===== src/rtl/alu_pkg.sv =====
// Shared definitions for the pipelined ALU.
// Holds the 4-bit opcode encodings and the first opcode of the illegal range.
package alu_pkg;

   localparam logic [3:0] ALU_AND  = 4'h0;
   localparam logic [3:0] ALU_OR   = 4'h1;
   localparam logic [3:0] ALU_XOR  = 4'h2;
   localparam logic [3:0] ALU_ADD  = 4'h3;
   localparam logic [3:0] ALU_SUB  = 4'h4;
   localparam logic [3:0] ALU_SLT  = 4'h5;
   localparam logic [3:0] ALU_SLTU = 4'h6;
   localparam logic [3:0] ALU_SLL  = 4'h7;
   localparam logic [3:0] ALU_SRL  = 4'h8;
   localparam logic [3:0] ALU_SRA  = 4'h9;

   // Opcodes at or above this value are undefined.
   localparam logic [3:0] ALU_ILL_MIN = 4'hA;

endpackage


===== src/rtl/alu_addsub.sv =====
// Adder/subtractor used by stage 1 of alu_pipe.
// Ports:
//   a, b      operands
//   sub       1 = compute a + ~b + 1, 0 = compute a + b
//   sum       WIDTH-bit result
//   carry     carry-out of the top bit (for sub: 1 = no borrow)
//   overflow  signed overflow of the operation actually performed
// ADDER_TYPE 0 builds a ripple-carry chain, 1 builds 4-bit lookahead groups
// rippling between groups. Both give identical results.
module alu_addsub
   import alu_pkg::*;
#(
   parameter int WIDTH      = 32,
   parameter int ADDER_TYPE = 0
) (
   input  logic [WIDTH-1:0] a,
   input  logic [WIDTH-1:0] b,
   input  logic             sub,
   output logic [WIDTH-1:0] sum,
   output logic             carry,
   output logic             overflow
);

   logic [WIDTH-1:0] b_eff;
   logic [WIDTH-1:0] g;
   logic [WIDTH-1:0] p;

   assign b_eff = sub ? ~b : b;
   assign g     = a & b_eff;
   assign p     = a ^ b_eff;

   generate
      if (ADDER_TYPE == 0) begin : g_rca
         always_comb begin
            logic [WIDTH:0] cc;
            cc    = '0;
            cc[0] = sub;
            for (int i = 0; i < WIDTH; i++) begin
               cc[i+1] = g[i] | (p[i] & cc[i]);
            end
            sum   = p ^ cc[WIDTH-1:0];
            carry = cc[WIDTH];
         end
      end else begin : g_cla
         always_comb begin
            logic [WIDTH:0] cc;
            logic [3:0]     gv;
            logic [3:0]     pv;
            logic           ci;
            cc    = '0;
            gv    = '0;
            pv    = '0;
            ci    = 1'b0;
            cc[0] = sub;
            for (int k = 0; k < WIDTH / 4; k++) begin
               gv = g[4*k +: 4];
               pv = p[4*k +: 4];
               ci = cc[4*k];
               cc[4*k+1] = gv[0] | (pv[0] & ci);
               cc[4*k+2] = gv[1] | (pv[1] & gv[0]) | (pv[1] & pv[0] & ci);
               cc[4*k+3] = gv[2] | (pv[2] & gv[1]) | (pv[2] & pv[1] & gv[0])
                         | (pv[2] & pv[1] & pv[0] & ci);
               cc[4*k+4] = gv[3] | (pv[3] & gv[2]) | (pv[3] & pv[2] & gv[1])
                         | (pv[3] & pv[2] & pv[1] & gv[0]) | ((&pv) & ci);
            end
            sum   = p ^ cc[WIDTH-1:0];
            carry = cc[WIDTH];
         end
      end
   endgenerate

   // With b_eff = ~b for subtraction this matches both the add rule
   // (signs equal) and the subtract rule (signs of a and b differ).
   assign overflow = (a[WIDTH-1] == b_eff[WIDTH-1]) && (sum[WIDTH-1] != a[WIDTH-1]);

endmodule


===== src/rtl/alu_pipe.sv =====
// Two-stage pipelined ALU with valid/ready on both sides.
// Ports:
//   clk, rst_n     clock (rising edge), asynchronous active-low reset
//   flush          synchronous clear of both pipeline stages
//   in_valid/in_ready, in_a, in_b, in_sel, in_tag   request side
//   out_valid/out_ready, out_y, out_zero, out_carry, out_overflow,
//   out_illegal, out_tag                            result side
// Handshake: a transfer happens on a rising edge where valid && ready are
// both 1; valid never depends on ready, and in_ready never looks at in_valid.
// Stage 1 registers the request; its result logic feeds stage 2, which
// registers result and flags straight onto the outputs.
module alu_pipe
   import alu_pkg::*;
#(
   parameter int WIDTH      = 32,
   parameter int ADDER_TYPE = 0,
   parameter int TAG_W      = 4
) (
   input  logic             clk,
   input  logic             rst_n,
   input  logic             flush,
   input  logic             in_valid,
   output logic             in_ready,
   input  logic [WIDTH-1:0] in_a,
   input  logic [WIDTH-1:0] in_b,
   input  logic [3:0]       in_sel,
   input  logic [TAG_W-1:0] in_tag,
   output logic             out_valid,
   input  logic             out_ready,
   output logic [WIDTH-1:0] out_y,
   output logic             out_zero,
   output logic             out_carry,
   output logic             out_overflow,
   output logic             out_illegal,
   output logic [TAG_W-1:0] out_tag
);

   localparam int SH_W = $clog2(WIDTH);

   logic             s1_v;
   logic [WIDTH-1:0] s1_a;
   logic [WIDTH-1:0] s1_b;
   logic [3:0]       s1_sel;
   logic [TAG_W-1:0] s1_tag;
   logic             s2_v;

   logic             s1_adv;
   logic             s2_adv;
   logic             accept;

   logic             use_sub;
   logic [WIDTH-1:0] sum;
   logic             add_c;
   logic             add_o;
   logic [SH_W-1:0]  shamt;
   logic [WIDTH-1:0] r_y;
   logic             r_c;
   logic             r_o;
   logic             r_il;

   assign s2_adv    = !s2_v || out_ready;
   assign s1_adv    = !s1_v || s2_adv;
   assign in_ready  = s1_adv;
   assign accept    = in_valid && in_ready;
   assign out_valid = s2_v;

   // Compares reuse the subtractor: SLT from sign^overflow, SLTU from borrow.
   assign use_sub = (s1_sel == ALU_SUB) || (s1_sel == ALU_SLT) || (s1_sel == ALU_SLTU);
   assign shamt   = s1_b[SH_W-1:0];

   alu_addsub #(
      .WIDTH      (WIDTH),
      .ADDER_TYPE (ADDER_TYPE)
   ) u_addsub (
      .a        (s1_a),
      .b        (s1_b),
      .sub      (use_sub),
      .sum      (sum),
      .carry    (add_c),
      .overflow (add_o)
   );

   always_comb begin
      r_y  = '0;
      r_c  = 1'b0;
      r_o  = 1'b0;
      r_il = (s1_sel >= ALU_ILL_MIN);
      case (s1_sel)
         ALU_AND:  r_y = s1_a & s1_b;
         ALU_OR:   r_y = s1_a | s1_b;
         ALU_XOR:  r_y = s1_a ^ s1_b;
         ALU_ADD, ALU_SUB: begin
            r_y = sum;
            r_c = add_c;
            r_o = add_o;
         end
         ALU_SLT:  r_y = {{(WIDTH-1){1'b0}}, sum[WIDTH-1] ^ add_o};
         ALU_SLTU: r_y = {{(WIDTH-1){1'b0}}, ~add_c};
         ALU_SLL:  r_y = s1_a << shamt;
         ALU_SRL:  r_y = s1_a >> shamt;
         ALU_SRA:  r_y = $unsigned($signed(s1_a) >>> shamt);
         default:  r_y = '0;
      endcase
   end

   always_ff @(posedge clk or negedge rst_n) begin
      if (!rst_n) begin
         s1_v   <= 1'b0;
         s1_a   <= '0;
         s1_b   <= '0;
         s1_sel <= '0;
         s1_tag <= '0;
      end else begin
         if (flush) begin
            s1_v <= 1'b0;
         end else if (s1_adv) begin
            s1_v <= in_valid;
         end
         if (accept) begin
            s1_a   <= in_a;
            s1_b   <= in_b;
            s1_sel <= in_sel;
            s1_tag <= in_tag;
         end
      end
   end

   always_ff @(posedge clk or negedge rst_n) begin
      if (!rst_n) begin
         s2_v         <= 1'b0;
         out_y        <= '0;
         out_zero     <= 1'b0;
         out_carry    <= 1'b0;
         out_overflow <= 1'b0;
         out_illegal  <= 1'b0;
         out_tag      <= '0;
      end else begin
         if (flush) begin
            s2_v <= 1'b0;
         end else if (s2_adv) begin
            s2_v <= s1_v;
         end
         if (s2_adv && s1_v) begin
            out_y        <= r_y;
            out_zero     <= (r_y == '0);
            out_carry    <= r_c;
            out_overflow <= r_o;
            out_illegal  <= r_il;
            out_tag      <= s1_tag;
         end
      end
   end

endmodule


===== config.mk =====
export PLATFORM = sky130hd
export DESIGN_NAME = alu_pipe
export DESIGN_NICKNAME = d
export VERILOG_FILES = /design/src/rtl/alu_pkg.sv /design/src/rtl/alu_addsub.sv /design/src/rtl/alu_pipe.sv
export SDC_FILE = /design/constraint.sdc
export NUM_CORES = 1
export LEC_CHECK = 0
export BUFFER_PORTS_ARGS = -buffer_cell sky130_fd_sc_hd__clkbuf_2
export CORE_UTILIZATION = 49
export DETAILED_ROUTE_END_ITERATION = 6
export GPL_ROUTABILITY_DRIVEN = 0
export PLACE_DENSITY = 0.68
export SETUP_SLACK_MARGIN = 0.05
export SLEW_MARGIN = 30
export SYNTH_ARGS = -nofsm -noshare
export SYNTH_HDL_FRONTEND = slang
export SYNTH_SLANG_ARGS = --single-unit

===== constraint.sdc =====
create_clock -name clk -period 50.3 [get_ports clk]
set_input_delay 10.06 -clock clk [delete_from_list [all_inputs] [get_ports clk]]
set_output_delay 10.06 -clock clk [all_outputs]
set_load 0.03 [all_outputs]

# After elaboration in Yosys (flattened, before gate mapping)
# Cells that the tools add are included.
[word_totals] reg_bits=114 inputBits=77 output_inout_bits=42 wordCells=122
[op_classes] magnitude_cmp=1 n_eq_ne=11 shift=3 n_mux=8 bitwise=73 n_reduce_logical=14
[op_table] cell="32-bit case mux with 9 select lines" count=1
[op_table] cell="32-bit bitwise XOR" count=3
[op_table] cell="32-bit AND" count=2
[op_table] cell="1-bit AND" count=32
[op_table] cell="32-bit zero test" count=1
[op_table] cell="32-bit two-way mux" count=1
[op_table] cell="32-bit inverter" count=1
[op_table] cell="1-bit OR" count=32
[op_table] cell="32-bit OR" count=1
[op_table] cell="32-bit by 5-bit left shift with 32-bit output" count=1
[op_table] cell="32-bit by 5-bit right shift with 32-bit output" count=1
[op_table] cell="32-bit by 5-bit >>> shifter with 32-bit output" count=1
[op_table] cell="4-bit by 3-bit == test with 1-bit output, second input constant" count=4
[op_table] cell="4-bit by 2-bit == test with 1-bit output, second input constant" count=2
[op_table] cell="4-bit == test, second input constant" count=2
[op_table] cell="1-bit two-way mux" count=6
[op_table] cell="4-bit by 1-bit == test with 1-bit output, second input constant" count=1
[op_table] cell="4-bit greater-or-equal comparator, second input constant" count=1
[op_table] cell="4-bit zero test" count=1
[op_table] cell="1-bit logical OR" count=4
[op_table] cell="2-bit nonzero test" count=2
[op_table] cell="1-bit logical AND" count=3
[op_table] cell="1-bit zero test" count=2
[op_table] cell="2-bit OR reduction" count=1
[op_table] cell="4 further kinds" count=4

# Depth between registers and ports, before layout
# Gate-level depths: netlist (run 1).
[logic_depth] depth_word=73 mapped_depth=51 mapped_depth_nobuf=45

# Hierarchy
# Synthesis (run 1) repeated with hierarchy kept, for this count alone.
[unflattened] hier_cells=1189 hier_area_um2=11692.5
[by_module_without_submodules] module="alu_pipe" instances=1 cells_per_inst=1057 area_each_um2=10451.3
[by_module_without_submodules] module="alu_addsub" instances=1 cells_per_inst=132 area_each_um2=1241.2

# Worst setup path before layout (run 1)
# Ideal clock, no wire load.
[synth_path] kind="input -> output" from="in out_ready" to="out in_ready" arrival_time_ps=10467 slack_ps=29773 cell_stages=2 path_cell_list="nor2b_1 > nand2_1"
[synth_via] elab_chain_len=2
[synth_rtl] item="start, declared" line="alu_pipe.sv:29" rtl="input logic out_ready,"
[synth_rtl] item="1-bit logical OR" line="alu_pipe.sv:61" rtl="assign s2_adv = !s2_v || out_ready;"
[synth_rtl] item="1-bit logical OR" line="alu_pipe.sv:62" rtl="assign s1_adv = !s1_v || s2_adv;"
[synth_rtl] item="end, declared" line="alu_pipe.sv:23" rtl="output logic in_ready,"
# No other way between the ends.

# Worst setup path after layout (run 1)
# Ends and elaborated chain as after synthesis.

==> run_results.csv, run 1 <==
group,metric,value,unit
placement,dp_hpwl,25900,microns
final_layout,drive_gt1_share,30.3,%
sta,period_needed,20.86,ns
placement,place_inst,1516,
power_and_ir_drop,swShare,42.9,%
cts,insertion_delay,0.44,ns
sta,layout_setup_ws,29.44,ns
synth,synthTopCellsByArea,"dfrtp_1, mux2_2, mux4_2",
die,core_area,23400,sq um
sta,setup_viol,0,
final_layout,fill_cells,2129,
worst_setup_path,worstPathMaxFanout,4,
sta,rsz0062_at_grt,"false",
cts,cts-root-buf,"clkbuf_16",
sta,tns,0,ns
die,start_util,49.8,%
synth,ys.flop_type,"dfrtp_1",
cts,clockBufferDepth,2,
worst_setup_path,crit_arrival,10.80,ns
sta,tightest_slew,1.00,ns
run_status,status,"finished with violations",
synth,synth.most_common_cell,"mux2_2",
sta,holdWs,0.481,ns
drt,drt_iter0_markers,1979,
drt,wl,37300,microns
synth,yosys.area.top_type_share,24.5,%
drt,drcViolationCount,31,
synth,synth_cell_type_count,74,
synth,synthXorXnorAreaFrac,2.41,%
run_status,violations,"DRC",
global_routing,antenna_found_initial,0,
worst_setup_path,critPathLaunchType,"input pin",
global_routing,grt_max_degree,73,
synth,synth_seq_area_share,24.5,%
placement,numPortBuffers,118,
synth,synth_commonest_cells,"mux2_2, dfrtp_1, nand2_1",
placement,place_ws,29.51,ns
cts,numCtsBuffers,17,
power_and_ir_drop,powerDensity,36.6,nW/um^2
cts,cts_resized,0,
cts,cts_tree,"done",
sta,slew_violations,0,
cts,path_clk_slew,0.06,ns
final_layout,fin_util,55.3,%
synth,synth_top_family_by_area,"multiplexers",
flow_run,maxCapViolCount,0,
global_routing,grt_overflow,0,
die,die_height,156,microns
sta,finClkSkew,0.0104,ns
final_layout,multi_input_area,8040,sq um
final_layout,diodes,0,
synth,synth_edf_count,0,
cts,clock-sinks,114,
synth,synth_cells,1171,
synth,synthArstFlopShare,100,%
global_routing,grt_pass1_vias,9642,
die,io_pins,119,
synth,synth_fa_ha_area_share,12.4,%
final_layout,area_growth,11.0,%
synth,syn_nets,1345,
cts,postCtsSetupBuffers,0,
drt,wire_per_inst,24.1,microns
worst_setup_path,cp.required,40.24,ns
synth,synth.area.mux_share,29.1,%
global_routing,grt_pass1_wl,57600,microns
worst_setup_path,path_class,"in -> out",
synth,avgSynthCellArea,9.95,sq um
sta,max_freq,47.9,MHz
synth,synth-compound-area-share,14.6,%
die,rows,56,
power_and_ir_drop,p_int,0.270,mW
final_layout,fin_nets,1390,
sta,slew_headroom,33.1,%
power_and_ir_drop,pwr-share-comb,45.6,%
power_and_ir_drop,total_power,0.473,mW
drt,first_pass_iters,7,
final_layout,finalNonFillerCells,1548,
cts,h-tree-depth,4,
drt,vias,10354,
die,die_area,24400,sq um
synth,syn_area,11700,sq um
power_and_ir_drop,clkPwrFrac,26.6,%
drt,antenna_left,0,
worst_setup_path,end_kind,"output port",
synth,post-synth-top-area-cell,"dfrtp_1",
sta,hold_viol_final,0,
die,die_w,156,microns
power_and_ir_drop,power.share.sequential,27.8,%
synth,synth-simple-area-share,10.2,%
placement,place_area,12300,sq um
power_and_ir_drop,p_switching,0.203,mW
drt,via_per_inst,6.69,
final_layout,regArea,2860,sq um
synth,yosys_warnings,0,
power_and_ir_drop,power.leakage,5.69,nW
power_and_ir_drop,ir_worst_vdd,0.0000221,V
final_layout,final_area,12900,sq um
global_routing,grt_use_total,31.3,%
synth,ys_seq_elements,114,
cts,cts_hold_buffers,0,
sta,fin_crit_sh,41.5,%
worst_hold_path,hp-class,"reg -> reg",
[cells in the final DEF (no fill, tap or decap), types with 5 or more instances in the layout]
cell type and instances:
a211o_1 8, a211oi_1 5, a21oi_1 35, a221oi_1 7
a22oi_1 16, a31oi_1 7, a32oi_1 6, buf_4 23
clkbuf_16 17, clkbuf_2 117, dfrtp_1 109, fa_1 31
ha_1 66, inv_1 73, inv_6 7, mux2_2 120
mux2i_1 68, mux4_2 57, nand2_1 91, nand2b_1 15
nand3_1 23, nor2_1 55, nor2b_1 7, nor3_1 15
nor4_1 7, o2111ai_1 6, o211ai_1 21, o21ai_0 44
o221ai_1 7, o22a_1 8, o22ai_1 31, o31ai_1 5
or3_1 5, xnor2_1 31
[worst max-delay path, cell delays in order]
cell	delay, ns
clkbuf_2	0.08
nor2b_1	0.22
nand2_1	0.20
clkbuf_2	0.23
[sequential cells by signal (all words and copies together) (netlist names), 4 cells and up]
signal,flops
out_y,32
s1_sel,4
s1_a,32
s1_b,32
out_tag,4
s1_tag,4
[area by class of cell]
cell class	count	area share, %
clock inverters	14	1.29
flip-flops and latches	114	22.1
multi-input cells	869	62.2
repair buffers	140	5.86
clock buffers	18	3.32
well taps	319	3.09
inverters	74	2.15
[final timing paths]
| kind | start | to | slack [ns] | depth (start not counted) |
|---|---|---|---|---|
| worst max-delay path | out_ready | in_ready | 29.44 | 4 |
| worst min-delay path | out_y[3]$_DFFE_PN0P_ | out_y[3]$_DFFE_PN0P_ | 0.48 | 2 |
| worst max register to register | s1_sel[0]$_DFFE_PN0P_ | out_zero$_DFFE_PN0P_ | 34.03 | 43 |
| worst min register to register | out_y[3]$_DFFE_PN0P_ | out_y[3]$_DFFE_PN0P_ | 0.48 | 2 |
| max in group asynchronous | rst_n | s1_sel[1]$_DFFE_PN0P_ | 39.39 | 2 |
| min in group asynchronous | rst_n | s1_a[3]$_DFFE_PN0P_ | 9.63 | 1 |
[per-layer routing]
metal  track usage (%)  part of all wire, %
met5                 0                0.099
met4              12.7                  5.1
met3              9.33                   13
met2              46.2                   43
met1              42.8                   40
[power groups by stage]
| stage | combinational (mW) | sequential (mW) | clock, mW |
|---|---|---|---|
| after floorplan | 0.137 | 0.138 | 0 |
| after global placement | 0.204 | 0.132 | 0 |
| after detailed placement | 0.208 | 0.133 | 0 |
| after CTS | 0.209 | 0.131 | 0.128 |
| after global routing | 0.230 | 0.134 | 0.131 |
| final | 0.216 | 0.132 | 0.126 |
[cells by family after synthesis]
group           Yosys count
fa+ha+maj                97
mux                     248
buf+inv                 188
flops                   114
compound gates          242
simple gates            250
xor+xnor                 32
Note: power is estimated with default switching activity, not from simulation.
==> run 2: changes to the inputs <==
ABC_AREA = 1   (was unset)
PLACE_DENSITY = 0.69   (was 0.68)
clock period = 19.95 ns   (was 50.3 ns; I/O delays follow)
==> run_results.csv, run 2 <==
group,metric,value,unit
synth,ys_seq_elements,114,
synth,avgSynthCellArea,6.77,sq um
synth,synth_fa_ha_area_share,13.7,%
worst_setup_path,worst-path-buf-inv,5,
worst_setup_path,critPathSlowestCell,"dfrtp_1",
flow_run,maxCapViolCount,0,
cts,numCtsBuffers,17,
placement,place_inst,1880,
die,die_area,22200,sq um
synth,syn_area,10600,sq um
synth,synthXorXnorAreaFrac,2.56,%
sta,tns,0,ns
global_routing,grt_pass1_vias,10287,
sta,slew_violations,0,
final_layout,diodes,0,
die,die_w,149,microns
drt,wire_per_inst,19.1,microns
sta,slew_headroom,30.5,%
worst_setup_path,critPathLaunchType,"register",
final_layout,fill_cells,2093,
power_and_ir_drop,ir_worst_vdd,0.0000616,V
worst_setup_path,cpLargestDelayFamily,"adder cells",
sta,fin_crit_sh,77.5,%
global_routing,antenna_found_initial,0,
cts,cts-root-buf,"clkbuf_16",
cts,clockBufferDepth,2,
sta,finClkSkew,0.0205,ns
synth,synth_cells,1564,
sta,setup_viol,0,
synth,synth-simple-area-share,37.7,%
synth,synth_edf_count,0,
synth,post-synth-top-area-cell,"dfrtp_1",
drt,drt_iter0_markers,1477,
global_routing,grt_overflow,0,
sta,hold_viol_final,0,
synth,synth_commonest_cells,"nand2_1, nand3_1, nor2_1",
cts,clock-sinks,114,
synth,synth_seq_area_share,26.9,%
drt,wl,36500,microns
drt,vias,11335,
worst_setup_path,crit_arrival,15.79,ns
sta,period_needed,15.46,ns
run_status,violations,"DRC",
die,rows,53,
drt,first_pass_iters,7,
global_routing,grt_pass1_wl,57000,microns
worst_setup_path,path_class,"reg -> reg",
power_and_ir_drop,power.leakage,6.03,nW
drt,via_per_inst,5.93,
synth,synth_cell_type_count,42,
cts,h-tree-depth,4,
cts,cts_resized,0,
final_layout,drive_gt1_share,12.6,%
worst_setup_path,max_stage_delay,0.49,ns
worst_setup_path,end_kind,"register",
drt,antenna_left,0,
final_layout,layout_commonest_cell,"nand2_1",
final_layout,area_growth,12.1,%
synth,syn_nets,1738,
power_and_ir_drop,powerDensity,87.2,nW/um^2
die,start_util,50.2,%
worst_hold_path,hp-class,"reg -> reg",
sta,max_freq,64.7,MHz
worst_setup_path,critPathMostFrequentCell,"fa_1",
synth,synthArstFlopShare,100,%
drt,drcViolationCount,6,
cts,insertion_delay,0.44,ns
synth,synth.area.mux_share,0,%
worst_setup_path,worstPathMaxFanout,32,
cts,cts_tree,"done",
cts,cts_hold_buffers,0,
worst_setup_path,cp.required,20.28,ns
synth,yosys.area.top_type_share,26.9,%
synth,ys.flop_type,"dfrtp_1",
global_routing,grt_max_degree,77,
run_status,status,"finished with violations",
synth,synthTopCellsByArea,"dfrtp_1, nand3_1, nand2_1",
final_layout,final_cell_mix,"nand2_1, nand3_1, nor2_1",
die,core_area,21100,sq um
synth,synth-compound-area-share,11.0,%
die,io_pins,119,
sta,rsz0062_at_grt,"false",
sta,tightest_slew,1.04,ns
synth,yosys_warnings,0,
synth,synth.most_common_cell,"nand2_1",
final_layout,fin_nets,1798,
cts,path_clk_slew,0.06,ns
placement,dp_hpwl,27300,microns
global_routing,grt_use_total,33.9,%
final_layout,reg.largest.list,"out_y: 32 flops, s1_a: 32 flops, s1_b: 32 flops",
die,die_height,149,microns
power_and_ir_drop,total_power,1.04,mW
placement,numPortBuffers,118,
final_layout,finalNonFillerCells,1912,
cts,postCtsSetupBuffers,0,
synth,synth_top_family_by_area,"simple AND/OR/NAND/NOR gates",
[run 2: worst paths after layout]
kind / start / end / slack [ns] / cells past startpoint
setup / recovery: s1_sel[1]$_DFFE_PN0P_ / out_zero$_DFFE_PN0P_ / 4.49 / 50
hold / removal: out_y[8]$_DFFE_PN0P_ / out_y[8]$_DFFE_PN0P_ / 0.48 / 2
setup reg to reg: s1_sel[1]$_DFFE_PN0P_ / out_zero$_DFFE_PN0P_ / 4.49 / 50
hold reg to reg: out_y[8]$_DFFE_PN0P_ / out_y[8]$_DFFE_PN0P_ / 0.48 / 2
max in group asynchronous: rst_n / s1_b[2]$_DFFE_PN0P_ / 15.00 / 2
min in group asynchronous: rst_n / s1_a[13]$_DFFE_PN0P_ / 3.59 / 1
[run 2: metal layers]
layer / up-vias / part of all wire (%) / global-route usage, %
li1: 5338 / - / -
met1: 5246 / 42 / 47.1
met2: 648 / 42 / 48.3
met3: 103 / 11 / 9.24
met4: 0 / 4.6 / 16.4
met5: - / 0 / 0
[run 2: worst min-delay path: stages, from the launching register on]
cell,delay (ns)
dfrtp_1,0.34
nand2_1,0.05
o21ai_0,0.05
[run 2: cells by family (layout without fill, tap and decap cells)]
logic type	count (synthesis)	after routing
simple gates	911	911
compound gates	210	210
buf+inv	201	274
flops	114	114
fa+ha+maj	97	97
xor+xnor	31	31
[run 2: metrics by stage]
stage | util, % | hold WS [ns] | instance area (sq um) | setup slack, ns
2_1_floorplan | - | 0.478 | 10600 | 5.05
3_5_place_dp | 53.2 | 0.473 | 11200 | 4.47
4_1_cts | 56.3 | 0.488 | 11900 | 4.45
3_3_place_gp | 53.2 | 0.468 | 11200 | 4.59
6_report | 56.3 | 0.481 | 11900 | 4.49
5_1_grt | 56.3 | 0.508 | 11900 | 3.74
[run 2: final cells by class]
cell class,instances,area [sq um],area share [%]
Sequential cell,114,2860,24.0
Multi-Input combinational cell,1249,6890,58.0
Inverter,107,404,3.40
Tap cell,275,344,2.90
Clock inverter,14,224,1.89
Timing Repair Buffer,135,721,6.07
Clock buffer,18,439,3.70
[run 2: report_power, final]
group          total (mW)  switching (mW)  internal (mW)
Combinational       0.394           0.272          0.122
Sequential          0.294          0.0317          0.262
Clock               0.348           0.122          0.227
Total                1.04           0.426          0.610
==> run 3: changes to the inputs <==
clock period = 15.5 ns   (was 19.95 ns; I/O delays follow)
==> run_results.csv, run 3 (synthesis gave the netlist of run 2 again) <==
group,metric,value,unit
cts,cts_hold_buffers,0,
cts,h-tree-depth,4,
power_and_ir_drop,ir_worst_vdd,0.0000798,V
global_routing,grt_max_degree,81,
die,core_area,21100,sq um
worst_setup_path,cpLargestDelayFamily,"adder cells",
global_routing,met1_usage,47.2,%
worst_setup_path,cp.required,15.81,ns
global_routing,grtUsageMet2,49.4,%
worst_setup_path,worst-path-buf-inv,5,
final_layout,finalNonFillerCells,1917,
sta,tns,0,ns
global_routing,grt_pass1_wl,57400,microns
power_and_ir_drop,power.leakage,6.02,nW
global_routing,top_usage_layer,"met2",
final_layout,fin_nets,1803,
cts,cts-root-buf,"clkbuf_16",
final_layout,final_area,11900,sq um
sta,layout_setup_ws,0.708,ns
cts,cts_tree,"done",
sta,fin_crit_sh,95.4,%
global_routing,met3_usage,8.07,%
sta,tightest_slew,0.955,ns
final_layout,drive_gt1_share,13.3,%
worst_hold_path,hp-class,"reg -> reg",
global_routing,antenna_found_initial,0,
sta,holdWs,0.486,ns
die,die_w,149,microns
die,die_height,149,microns
cts,path_clk_slew,0.06,ns
drt,drcViolationCount,4,
placement,place_inst,1881,
sta,slew_violations,0,
worst_setup_path,critPathLaunchType,"register",
cts,insertion_delay,0.42,ns
sta,finClkSkew,0.0119,ns
sta,period_needed,14.79,ns
power_and_ir_drop,powerDensity,109,nW/um^2
sta,setup_viol,0,
die,die_area,22200,sq um
final_layout,area_growth,12.2,%
placement,place_ws,0.165,ns
sta,hold_viol_final,0,
worst_setup_path,worstPathMaxFanout,6,
worst_setup_path,critPathMostFrequentCell,"fa_1",
die,io_pins,119,
run_status,status,"finished with violations",
final_layout,final_cell_mix,"nand2_1, nand3_1, nor2_1",
final_layout,reg.largest.list,"out_y: 32 flops, s1_a: 32 flops, s1_b: 32 flops",
drt,wire_per_inst,19.3,microns
sta,rsz0062_at_grt,"false",
global_routing,grt_use_total,34.0,%
drt,antenna_left,0,
global_routing,grt_overflow,0,
cts,clockBufferDepth,2,
final_layout,layout_commonest_cell,"nand2_1",
placement,dp_hpwl,27500,microns
global_routing,grt_pass1_vias,10386,
worst_setup_path,max_stage_delay,0.45,ns
die,rows,53,
cts,clock-sinks,114,
placement,place_area,11200,sq um
drt,vias,11384,
flow_run,maxCapViolCount,0,
worst_setup_path,critPathSlowestCell,"fa_1",
sta,slew_headroom,36.3,%
drt,wl,37000,microns
die,start_util,50.2,%
placement,numPortBuffers,118,
drt,drt_iter0_markers,1593,
drt,via_per_inst,5.94,
final_layout,diodes,0,
run_status,violations,"DRC",
sta,max_freq,67.6,MHz
cts,numCtsBuffers,17,
worst_setup_path,crit_arrival,15.10,ns
drt,first_pass_iters,7,
worst_setup_path,end_kind,"register",
power_and_ir_drop,total_power,1.29,mW
final_layout,fin_util,56.4,%
worst_setup_path,path_class,"reg -> reg",
==> run 3: layer usage <==
metal	vias to the layer above	wire, microns
met2	658	15800
met5	-	0
li1	5346	-
met1	5259	15400
met4	0	1710
met3	121	4080
==> run 3: where the power goes <==
group / internal, mW / switching [mW]
logic: 0.160 / 0.356
registers: 0.337 / 0.0400
clock network: 0.243 / 0.154
==> run 3: cell type report <==
cell class              count  area [sq um]
fillers                  2089          9200
multi-input cells        1249          6920
flip-flops and latches    114          2860
repair buffers            140           762
clock buffers              18           439
inverters                 107           404
well taps                 275           344
clock inverters            14           155
==> run 3: path summary, 6_finish.rpt <==
kind / startpoint / to / slack [ns] / cells after the start
worst max-delay path: s1_sel[2]$_DFFE_PN0P_ / out_zero$_DFFE_PN0P_ / 0.71 / 50
worst min-delay path: out_y[8]$_DFFE_PN0P_ / out_y[8]$_DFFE_PN0P_ / 0.49 / 2
worst max register to register: s1_sel[2]$_DFFE_PN0P_ / out_zero$_DFFE_PN0P_ / 0.71 / 50
worst min register to register: out_y[8]$_DFFE_PN0P_ / out_y[8]$_DFFE_PN0P_ / 0.49 / 2
max in group asynchronous: rst_n / s1_sel[0]$_DFFE_PN0P_ / 11.76 / 2
min in group asynchronous: rst_n / s1_a[13]$_DFFE_PN0P_ / 2.65 / 1
==> run 3: worst reg2reg max path: cells and delay by family, from the launching register on <==
| kind | cells | cell delay [ns] |
|---|---|---|
| compound gates | 1 | 0.05 |
| flops | 1 | 0.37 |
| simple gates | 12 | 0.87 |
| buf+inv | 5 | 0.40 |
| fa+ha+maj | 31 | 12.85 |
| xor+xnor | 1 | 0.17 |
==> run 3: what timing repair did <==
action,CTS,global route
buffers inserted,0,4
endpoints found under the setup margin,0,4
gates resized for setup,0,9
